`config.mk`:
```
export PLATFORM = sky130hd
export DESIGN_NAME = heater_key_ctrl
export DESIGN_NICKNAME = d
export VERILOG_FILES = /design/src/rtl/heater_key_ctrl.sv
export SDC_FILE = /design/constraint.sdc
export NUM_CORES = 1
export LEC_CHECK = 0
export ABC_AREA = 1
export BUFFER_PORTS_ARGS = -buffer_cell sky130_fd_sc_hd__buf_2
export CORE_ASPECT_RATIO = 0.9
export CORE_MARGIN = 1.5
export CORE_UTILIZATION = 59
export CTS_BUF_LIST = sky130_fd_sc_hd__clkbuf_16
export CTS_CLUSTER_DIAMETER = 150
export DETAILED_ROUTE_END_ITERATION = 16
export PLACE_DENSITY = 0.81
export SYNTH_ARGS = -nofsm -noshare
export SYNTH_HDL_FRONTEND = slang
export SYNTH_SLANG_ARGS = --single-unit
```
`constraint.sdc`:
```
create_clock -name sys_clk -period 4.2 [get_ports sys_clk]
set_clock_uncertainty 0.1 [all_clocks]
set_input_delay 1.26 -clock sys_clk [delete_from_list [all_inputs] [get_ports sys_clk]]
set_output_delay 1.26 -clock sys_clk [all_outputs]
set_load 0.005 [all_outputs]
```
`src/rtl/heater_key_ctrl.sv`:
```
// Heater key controller: maps scanner key pulses to power, mode and setpoint.
// Define KEY_BEEP_EN to build the key-acknowledge beep counter.
module heater_key_ctrl #(
    parameter int T_MIN       = 30,
    parameter int T_MAX       = 75,
    parameter int T_DEFAULT   = 40,
    parameter int TIMEOUT_CYC = 250000000,
    parameter int CNT_W       = 28,
    parameter int BEEP_CYC    = 5000000
) (
    input  logic        sys_clk,
    input  logic        rst_n,
    input  logic [15:0] pulse,
    output logic        power_on,
    output logic [1:0]  mode,
    output logic [6:0]  setpoint,
    output logic        edit_active,
    output logic [6:0]  edit_val,
    output logic [1:0]  digit_cnt,
    output logic        sp_upd,
    output logic        err_pulse,
    output logic        beep
);

    typedef enum logic [1:0] {
        S_OFF,
        S_RUN,
        S_EDIT
    } state_t;

    localparam logic [6:0] SP_MIN = 7'(T_MIN);
    localparam logic [6:0] SP_MAX = 7'(T_MAX);
    localparam logic [6:0] SP_DEF = 7'(T_DEFAULT);
    localparam logic [CNT_W-1:0] CNT_LAST = CNT_W'(TIMEOUT_CYC - 1);

    localparam logic [3:0] K_UP    = 4'hA;
    localparam logic [3:0] K_DOWN  = 4'hB;
    localparam logic [3:0] K_CLEAR = 4'hC;
    localparam logic [3:0] K_ENTER = 4'hD;
    localparam logic [3:0] K_MODE  = 4'hE;
    localparam logic [3:0] K_POWER = 4'hF;

    state_t           state, state_nx;
    logic             pwr_nx;
    logic [1:0]       mode_nx;
    logic [6:0]       sp_nx;
    logic [6:0]       ev_nx;
    logic [1:0]       dc_nx;
    logic             upd_nx;
    logic             err_nx;
    logic [CNT_W-1:0] cnt, cnt_nx;

    logic       key_vld;
    logic [3:0] key;
    logic       is_dig;
    logic [6:0] dig;
    logic [6:0] ev_ext;
    logic       ev_in_rng;

    // Highest set index wins when several keys arrive together.
    always_comb begin
        key = 4'd0;
        for (int i = 0; i < 16; i++) begin
            if (pulse[i]) key = 4'(i);
        end
    end

    assign key_vld   = |pulse;
    assign is_dig    = key < 4'd10;
    assign dig       = {3'b000, key};
    assign ev_ext    = {edit_val[3:0], 3'b000} + {edit_val[5:0], 1'b0} + dig;
    assign ev_in_rng = (edit_val >= SP_MIN) && (edit_val <= SP_MAX);

    always_ff @(posedge sys_clk) begin
        if (!rst_n) begin
            state     <= S_OFF;
            power_on  <= 1'b0;
            mode      <= 2'd0;
            setpoint  <= SP_DEF;
            edit_val  <= 7'd0;
            digit_cnt <= 2'd0;
            sp_upd    <= 1'b0;
            err_pulse <= 1'b0;
            cnt       <= '0;
        end else begin
            state     <= state_nx;
            power_on  <= pwr_nx;
            mode      <= mode_nx;
            setpoint  <= sp_nx;
            edit_val  <= ev_nx;
            digit_cnt <= dc_nx;
            sp_upd    <= upd_nx;
            err_pulse <= err_nx;
            cnt       <= cnt_nx;
        end
    end

    always_comb begin
        state_nx = state;
        pwr_nx   = power_on;
        mode_nx  = mode;
        sp_nx    = setpoint;
        ev_nx    = edit_val;
        dc_nx    = digit_cnt;
        upd_nx   = 1'b0;
        err_nx   = 1'b0;
        cnt_nx   = '0;
        case (state)
            S_OFF: begin
                if (key_vld && key == K_POWER) begin
                    pwr_nx   = 1'b1;
                    state_nx = S_RUN;
                end
            end
            S_RUN: begin
                if (key_vld) begin
                    case (key)
                        K_POWER: begin
                            pwr_nx   = 1'b0;
                            state_nx = S_OFF;
                        end
                        K_UP: begin
                            if (setpoint >= SP_MAX) begin
                                err_nx = 1'b1;
                            end else begin
                                sp_nx  = setpoint + 7'd1;
                                upd_nx = 1'b1;
                            end
                        end
                        K_DOWN: begin
                            if (setpoint <= SP_MIN) begin
                                err_nx = 1'b1;
                            end else begin
                                sp_nx  = setpoint - 7'd1;
                                upd_nx = 1'b1;
                            end
                        end
                        K_MODE: mode_nx = (mode == 2'd2) ? 2'd0 : mode + 2'd1;
                        default: begin
                            if (is_dig) begin
                                state_nx = S_EDIT;
                                ev_nx    = dig;
                                dc_nx    = 2'd1;
                            end
                        end
                    endcase
                end
            end
            S_EDIT: begin
                if (key_vld) begin
                    case (key)
                        K_ENTER: begin
                            if (digit_cnt == 2'd0) begin
                                state_nx = S_RUN;
                            end else if (ev_in_rng) begin
                                sp_nx    = edit_val;
                                upd_nx   = edit_val != setpoint;
                                ev_nx    = 7'd0;
                                dc_nx    = 2'd0;
                                state_nx = S_RUN;
                            end else begin
                                err_nx = 1'b1;
                                ev_nx  = 7'd0;
                                dc_nx  = 2'd0;
                            end
                        end
                        K_CLEAR: begin
                            ev_nx = 7'd0;
                            dc_nx = 2'd0;
                            if (digit_cnt == 2'd0) state_nx = S_RUN;
                        end
                        K_POWER: begin
                            pwr_nx   = 1'b0;
                            ev_nx    = 7'd0;
                            dc_nx    = 2'd0;
                            state_nx = S_OFF;
                        end
                        default: begin
                            if (is_dig) begin
                                if (digit_cnt == 2'd2) begin
                                    err_nx = 1'b1;
                                end else begin
                                    ev_nx = ev_ext;
                                    dc_nx = digit_cnt + 2'd1;
                                end
                            end
                        end
                    endcase
                end else if (cnt == CNT_LAST) begin
                    ev_nx    = 7'd0;
                    dc_nx    = 2'd0;
                    state_nx = S_RUN;
                end else begin
                    cnt_nx = cnt + 1'b1;
                end
            end
            default: state_nx = S_OFF;
        endcase
    end

    always_comb begin
        edit_active = (state == S_EDIT);
    end

`ifdef KEY_BEEP_EN
    localparam int BW = $clog2(3 * BEEP_CYC + 1);

    logic [BW-1:0] beep_cnt;
    logic          chg;

    assign chg = key_vld && ((state_nx != state) || (pwr_nx != power_on) ||
                             (mode_nx != mode) || (sp_nx != setpoint) ||
                             (ev_nx != edit_val) || (dc_nx != digit_cnt));

    // A rejected key gets a triple-length beep.
    always_ff @(posedge sys_clk) begin
        if (!rst_n) begin
            beep_cnt <= '0;
        end else if (err_nx) begin
            beep_cnt <= BW'(3 * BEEP_CYC);
        end else if (chg) begin
            beep_cnt <= BW'(BEEP_CYC);
        end else if (beep_cnt != '0) begin
            beep_cnt <= beep_cnt - 1'b1;
        end
    end

    assign beep = |beep_cnt;
`else
    assign beep = BEEP_CYC < 0;
`endif

endmodule

```
==> impl_metrics.yaml, run 1 <==
global_routing:
  globalRouteOverflowTotal: 0
  track_usage_pct: 26.5
  grt_pass1_vias: 3148
  grt_start_max_net_pins: 20
  grt_pass1_wl_mm: 13.7
  antenna_found_initial: 0
flow_run:
  cap_violations: 0
cts:
  cts.sinks: 51
  cts_resized: 0
  tritoncts: "built"
  clock_path_buffers: 2
  numCtsBuffers: 5
  clkTransAtPathRegs_ps: 60
  clock_latency_ps: 280
  cts_hold_buf: 0
  htreeDepth: 2
  cts_setup_buffers: 0
  clockRootBuffer: "clkbuf_16"
sta:
  hold_violations: 0
  worst_pin_slew_ps: 773
  timing.fmax_ghz: 0.255
  slew_violations: 0
  whs_ps: 344
  rsz0062_at_grt: "false"
  slew_headroom_pct: 48.4
  finalCritPeriodShare_pct: 93.3
  layout_min_cycle_time_ps: 3920
  tns_ps: 0
  finalSetupViolCount: 0
synth:
  synth_edf_count: 0
  synth_area_per_cell_um2: 6.79
  ys_seq_area_share_pct: 29.4
  synth-main-ff-cell: "dfxtp_1"
  synth_area_um2: 3470
  synth_nets: 552
  synth-seq-cells: 51
  syn-instance-count: 511
  synthArstFlopShare_pct: 0
  yosysWarnings: 0
  ys_types: 50
die:
  ioPinCount: 41
  die_x_um: 83.9
  start_util_pct: 61.0
  die_h_um: 75.8
  core-area_um2: 5690
  rows: 26
  dieArea_um2: 6350
placed_design:
  dp_hpwl_mm: 6.07
  io_buffers: 39
  place_congestion: 0.914
final_layout:
  fillers: 517
  final_core_util_pct: 67.7
  multi_input_area_um2: 2060
  layout_commonest_cell: "nand2_1"
  nets: 591
  area_growth_pct: 11.0
  diodes: 0
  drive_gt1_share_pct: 14.2
  layout_common_cells: "nand2_1 (96), inv_1 (83), nor2_1 (53)"
  ff_latch_area_um2: 1020
drt:
  maxUsedRoutingLayer: "met4"
  drt_iter0_drc: 152
  drc: 0
  via_per_inst: 5.48
  ant_nets: 0
  wire_per_inst_um: 13.0
  drt_wl_total_mm: 8.07
  num_vias: 3402
  drt_first_pass_iters: 4
  met3WireLength_um: 422
  wl_met1_mm: 3.81
  dr_wl_met2_mm: 3.67
power_and_ir_drop:
  irDropWorstVdd_uv: 282
  power.leakage_uw: 0.00167
  powerDensity_nw_per_um2: 510
outcome:
  outcome: "complete, no violations"
hold_path:
  hold_class: "flip-flop to flip-flop"
setup_path:
  r2r_setup_slack_ps: 870
  cp_max_fo: 9
  criticalPathCategory: "input port to flip-flop"
  required_ps: 4260
  crit_path_start_kind: "input port"
  critPathCaptureType: "flip-flop"
  cp.arrival_ps: 3980
[cells in the mapped netlist, types with 6 or more instances]
| cell type | count | area share, % |
|---|---|---|
| dfxtp_1 | 51 | 29 |
| a21oi_1 | 40 | 5.8 |
| nor2_2 | 8 | 1.4 |
| nand3_1 | 31 | 4.5 |
| nand4_1 | 6 | 1.1 |
| ha_1 | 20 | 7.2 |
| xor2_1 | 11 | 2.8 |
| o21ai_0 | 22 | 3.2 |
| nand2_1 | 96 | 10 |
| inv_1 | 83 | 9.0 |
| nor2_1 | 53 | 5.7 |
| nor3_1 | 12 | 1.7 |
| xnor2_1 | 6 | 1.5 |
[flip-flops by register name, indices dropped and copies added (netlist names)]
| name | flops |
|---|---|
| cnt | 28 |
| err_pulse | 1 |
| digit_cnt | 2 |
| sp_upd | 1 |
| state | 2 |
| mode | 2 |
| setpoint | 7 |
| power_on | 1 |
| edit_val | 7 |
[kinds of logic (layout without fill, tap and decap cells)]
| group | count (synthesis) | after routing | share of synthesized area, % |
|---|---|---|---|
| simple gates | 230 | 230 | 30.7 |
| compound gates | 91 | 91 | 15.1 |
| buf+inv | 97 | 137 | 11.1 |
| flops | 51 | 51 | 29.4 |
| mux | 1 | 1 | 0.288 |
| fa+ha+maj | 23 | 23 | 8.94 |
| xor+xnor | 17 | 17 | 4.29 |
| other cells | 1 | 1 | 0.108 |
[final timing paths]
path                                start           end  cells after the start
worst max register to register   state[0]  digit_cnt[0]                     11
worst max-delay path            pulse[15]   setpoint[5]                     21
worst min register to register     cnt[0]        cnt[0]                      1
worst min-delay path               cnt[0]        cnt[0]                      1
[report_power, final]
group	internal (uW)	switching (uW)
Clock	217	171
Combinational	353	549
Sequential	560	115
Total	1130	836
[metal layers]
metal  up-vias  GRT usage (%)
met4         0           9.65
met3        19           4.44
li1       1735              -
met1      1545           34.3
met5         -              0
met2       103           45.7
[area by class of cell]
type	instances	area share [%]
tap	70	2.27
clock inverter	3	0.390
inverter	88	8.57
multi-input combinational	363	53.6
clock buffer	5	3.25
timing repair buffer	41	5.45
sequential	51	26.5
[stage by stage]
stage / instance area (um^2) / cells / total power [uW] / setup slack (ps)
after global routing: 3850 / 621 / 2130 / 8.58
after detailed placement: 3710 / 613 / 1570 / 22.9
after global placement: 3710 / 613 / 1540 / 168
final: 3850 / 621 / 1970 / 283
after floorplan: 3470 / 511 / 1340 / 278
after CTS: 3850 / 621 / 1960 / 321
[worst max-delay path: stages]
cell,delay [ps]
buf_2,170
nor2_4,150
inv_2,50
nor2_2,130
inv_2,60
a21oi_2,130
inv_2,70
nor3_4,200
nand2_1,150
inv_1,180
ha_1,300
a21oi_1,170
and2_1,180
inv_1,50
a21oi_1,110
nor2_1,50
nor2_1,110
xor2_1,140
o21ai_0,100
nand3_1,130
nand3_1,80
No activity file was read; power rests on OpenSTA's default activity.
==> inputs of run 2 (changes only) <==
==> config.mk (replaced) <==
export PLATFORM = sky130hd
export DESIGN_NAME = heater_key_ctrl
export DESIGN_NICKNAME = d
export VERILOG_FILES = /design/src/rtl/heater_key_ctrl.sv
export SDC_FILE = /design/constraint.sdc
export NUM_CORES = 1
export LEC_CHECK = 0
export ABC_AREA = 1
export BUFFER_PORTS_ARGS = -buffer_cell sky130_fd_sc_hd__buf_4
export CORE_ASPECT_RATIO = 0.9
export CORE_MARGIN = 1.5
export CORE_UTILIZATION = 60
export CTS_BUF_LIST = sky130_fd_sc_hd__clkbuf_4
export CTS_CLUSTER_DIAMETER = 150
export DETAILED_ROUTE_END_ITERATION = 16
export PLACE_DENSITY = 0.82
export SYNTH_ARGS = -nofsm -noshare
export SYNTH_HDL_FRONTEND = slang
export SYNTH_SLANG_ARGS = --single-unit
==> run 2 against run 1 <==
Sequential cell count is the same. Clock power shrank 28%. Sequential power up 0.9%. First-iteration DRC count grew 59%. Register-to-register slack improved by 140 ps. Largest cell class unchanged.
==> impl_metrics.yaml, run 2 (synthesized netlist as in run 1, its figures left out) <==
final_layout:
  diodes: 0
  largest_reg_flops: 28
  drive_gt1_share_pct: 14.4
  area_growth_pct: 11.9
  layout_commonest_cell: "nand2_1"
  fillers: 477
  layout_common_cells: "nand2_1 (96), inv_1 (83), nor2_1 (53)"
  regMostFlops: "cnt"
  reg_top3: "cnt (28), edit_val (7), setpoint (7)"
  nets: 591
  fin_cells: 620
setup_path:
  crit_slowest_cell: "ha_1"
  cp.arrival_ps: 4040
  critPathMaxStageDelay_ps: 380
  cp.buffers_inverters: 4
  cpMostUsedCell: "nand2_1"
  critPathCaptureType: "flip-flop"
  crit_path_start_kind: "input port"
  crit_family: "simple AND/OR/NAND/NOR gates"
  cp_max_fo: 5
  required_ps: 4420
  criticalPathCategory: "input port to flip-flop"
cts:
  cts_hold_buf: 0
  clock_latency_ps: 390
  clockRootBuffer: "clkbuf_4"
  cts_resized: 0
  htreeDepth: 2
  clkTransAtPathRegs_ps: 130
  tritoncts: "built"
  numCtsBuffers: 5
  cts_setup_buffers: 0
  cts.sinks: 51
  clock_path_buffers: 2
sta:
  layout_min_cycle_time_ps: 3820
  finalCritPeriodShare_pct: 90.9
  tns_ps: 0
  finalSetupViolCount: 0
  timing.fmax_ghz: 0.262
  slew_violations: 0
  setup_ws_ps: 384
  whs_ps: 356
  slew_headroom_pct: 50.1
  rsz0062_at_grt: "false"
  worst_pin_slew_ps: 748
  hold_violations: 0
die:
  die_h_um: 75.2
  start_util_pct: 61.7
  die_x_um: 83.2
  core-area_um2: 5630
  dieArea_um2: 6250
  ioPinCount: 41
  rows: 26
drt:
  drt_iter0_drc: 241
  drt_first_pass_iters: 5
  drt_wl_total_mm: 7.91
  wire_per_inst_um: 12.8
  drc: 0
  num_vias: 3445
  via_per_inst: 5.56
  ant_nets: 0
power_and_ir_drop:
  power.leakage_uw: 0.00167
  powerDensity_nw_per_um2: 490
  irDropWorstVdd_uv: 340
global_routing:
  track_usage_pct: 25.5
  antenna_found_initial: 0
  grt_pass1_wl_mm: 13.0
  globalRouteOverflowTotal: 0
  grt_pass1_vias: 2998
  grt_start_max_net_pins: 20
outcome:
  outcome: "complete, no violations"
placed_design:
  placed_cells: 613
  place_congestion: 0.975
  dp_slack_ps: 22.9
  io_buffers: 39
  dp_hpwl_mm: 6.08
hold_path:
  hold_class: "flip-flop to flip-flop"
flow_run:
  cap_violations: 0
==> run 2: power breakdown <==
part           internal [uW]  switching [uW]
combinational            393             547
sequential               560             122
clock                    129             152
total                   1080             821
==> run 2: area by class of cell <==
type	count	area, um^2	share of cell area (%)
multi-input cells	363	2060	53.1
clock buffers	6	45.0	1.16
repair buffers	41	308	7.92
inverters	88	330	8.50
flip-flops and latches	51	1020	26.3
well taps	70	87.6	2.25
clock inverters	1	30.0	0.773
==> run 2: worst paths after layout <==
check            from            to  slack, ps  depth (start not counted)
max          pulse[3]   setpoint[6]        380                         29
min            cnt[0]        cnt[0]        360                          1
max reg2reg  state[0]  digit_cnt[0]       1010                         11
min reg2reg    cnt[0]        cnt[0]        360                          1
==> run 2: layer usage <==
metal | vias to the layer above | global-route usage (%) | wire length [um]
li1 | 1735 | - | -
met1 | 1545 | 33.0 | 3560
met2 | 145 | 42.8 | 3640
met3 | 20 | 4.39 | 549
met4 | 0 | 11.7 | 160
met5 | - | 0 | 0
==> run 2: worst reg2reg max path, stage by stage (launching register included) <==
cell      delay, ps
dfxtp_1         370
inv_1            90
ha_1            640
clkinv_1        460
nor2_1          440
nand2_2         170
a21oi_1         160
nor2_1           60
nand2_2         200
inv_1           160
o21ai_0         160
a21oi_1          60
==> run 2: through the flow <==
step	cell area [um^2]	power (uW)	utilization (%)
floorplan	3470	1340	-
global placement	3810	1580	67.7
detailed placement	3810	1610	67.7
CTS	3890	1890	69.1
global route	3890	2070	69.1
finish	3890	1900	69.1
==> inputs of run 3 (changes only) <==
--- a/config.mk
+++ b/config.mk
@@ -13,7 +13,7 @@
 export CTS_BUF_LIST = sky130_fd_sc_hd__clkbuf_4
 export CTS_CLUSTER_DIAMETER = 150
 export DETAILED_ROUTE_END_ITERATION = 16
-export PLACE_DENSITY = 0.82
+export PLACE_DENSITY = 0.89
 export SYNTH_ARGS = -nofsm -noshare
 export SYNTH_HDL_FRONTEND = slang
 export SYNTH_SLANG_ARGS = --single-unit
==> run 3 against run 2 <==
Die area did not move. First-iteration DRC count rose by 30%. Power rose by 0.91%. Clock power barely moved. Global-route usage fell by 0.47 points. Via count rose by 0.26%. Critical endpoint unchanged. Largest power group unchanged.
==> impl_metrics.yaml, run 3 (synthesized netlist as in run 1, its figures left out) <==
drt:
  drt_iter0_drc: 313
  via_per_inst: 5.57
  drc: 0
  drt_wl_total_mm: 8.03
  drt_first_pass_iters: 5
  num_vias: 3454
  wire_per_inst_um: 13.0
  ant_nets: 0
sta:
  hold_violations: 0
  layout_min_cycle_time_ps: 3880
  slew_headroom_pct: 48.8
  tns_ps: 0
  slew_violations: 0
  rsz0062_at_grt: "false"
  timing.fmax_ghz: 0.258
  finalCritPeriodShare_pct: 92.4
  setup_ws_ps: 319
  whs_ps: 367
  finalSetupViolCount: 0
  worst_pin_slew_ps: 767
global_routing:
  grt_start_max_net_pins: 20
  use_met3_pct: 4.50
  antenna_found_initial: 0
  met1_usage_pct: 30.7
  grt_pass1_vias: 3007
  grt_busiest_layer: "met2"
  globalRouteOverflowTotal: 0
  grt_pass1_wl_mm: 12.9
  track_usage_pct: 25.1
  grtUsageMet2_pct: 44.5
setup_path:
  cp_max_fo: 5
  required_ps: 4420
  critPathLaunch: "pulse[3]"
  r2r_cells: 11
  critPathCaptureType: "flip-flop"
  cpMostUsedCell: "nand2_1"
  r2r_setup_slack_ps: 910
  rr_endpoint: "digit_cnt[0]"
  crit_slowest_cell: "ha_1"
  cp.arrival_ps: 4100
  critPathMaxStageDelay_ps: 380
  rr_startpoint: "state[0]"
  criticalPathCategory: "input port to flip-flop"
  endpoint: "setpoint[6]"
  crit_path_start_kind: "input port"
die:
  rows: 26
  dieArea_um2: 6250
  die_x_um: 83.2
  start_util_pct: 61.7
  core-area_um2: 5630
  ioPinCount: 41
  die_h_um: 75.2
hold_path:
  hold_class: "flip-flop to flip-flop"
final_layout:
  largest_reg_flops: 28
  nets: 591
  fillers: 464
  reg_top3: "cnt (28), edit_val (7), setpoint (7)"
  layout_common_cells: "nand2_1 (96), inv_1 (83), nor2_1 (53)"
  final_core_util_pct: 69.1
  diodes: 0
  layout_commonest_cell: "nand2_1"
  area_growth_pct: 11.9
  drive_gt1_share_pct: 14.4
  regMostFlops: "cnt"
cts:
  cts_resized: 0
  tritoncts: "built"
  htreeDepth: 2
  clock_path_buffers: 2
  clock_latency_ps: 380
  cts.sinks: 51
  cts_setup_buffers: 0
  cts_hold_buf: 0
  numCtsBuffers: 5
  clockRootBuffer: "clkbuf_4"
  clkTransAtPathRegs_ps: 140
outcome:
  outcome: "complete, no violations"
placed_design:
  place_congestion: 0.927
  io_buffers: 39
  dp_slack_ps: -20.2
  dp_hpwl_mm: 6.13
power_and_ir_drop:
  p_total_uw: 1920
  power.leakage_uw: 0.00166
  powerDensity_nw_per_um2: 494
  irDropWorstVdd_uv: 294
flow_run:
  cap_violations: 0
## run 3: cell types whose count changed in the layout (fill, tap and decap cells not counted)
cell	delta
clkbuf_4	-1
clkinvlp_4	+1
## run 3: worst min-delay path by stage
stage,cells after the start,to,start
5_1_grt,2,cnt[8],cnt[8]
6_report,1,cnt[0],cnt[0]
3_5_place_dp,1,cnt[0],cnt[0]
3_3_place_gp,1,cnt[0],cnt[0]
2_1_floorplan,1,cnt[0],cnt[0]
4_1_cts,1,cnt[0],cnt[0]
## run 3: area by class of cell
| cell class | count | area, um^2 | area share (%) |
|---|---|---|---|
| Clock buffer | 5 | 37.5 | 0.966 |
| Inverter | 88 | 330 | 8.50 |
| Timing Repair Buffer | 41 | 308 | 7.92 |
| Multi-Input combinational cell | 363 | 2060 | 53.1 |
| Sequential cell | 51 | 1020 | 26.3 |
| Tap cell | 70 | 87.6 | 2.25 |
| Clock inverter | 2 | 37.5 | 0.966 |
## run 3: worst max-delay path, delay by kind of cell
kind | cells | cell delay (ps)
simple gates | 20 | 1350
compound gates | 3 | 540
fa+ha+maj | 1 | 380
buf+inv | 4 | 360
xor+xnor | 1 | 210
## run 3: metal layers
layer,vias to the layer above,share of wire [%],wire (um)
met3,26,7.4,595
met5,-,0,0
met1,1550,43,3430
li1,1733,-,-
met2,145,48,3830
met4,0,2.3,184
## run 3: power breakdown
| group | leakage [uW] | switching, uW | internal (uW) |
|---|---|---|---|
| Combinational | 0.00121 | 561 | 396 |
| Sequential | 0.000414 | 123 | 560 |
| Clock | 0.0000373 | 159 | 122 |
## run 3: per-stage QoR
stage / cells / instance area (um^2)
global route: 620 / 3890
floorplan: 511 / 3470
global placement: 613 / 3810
detailed placement: 613 / 3810
finish: 620 / 3890
CTS: 620 / 3890
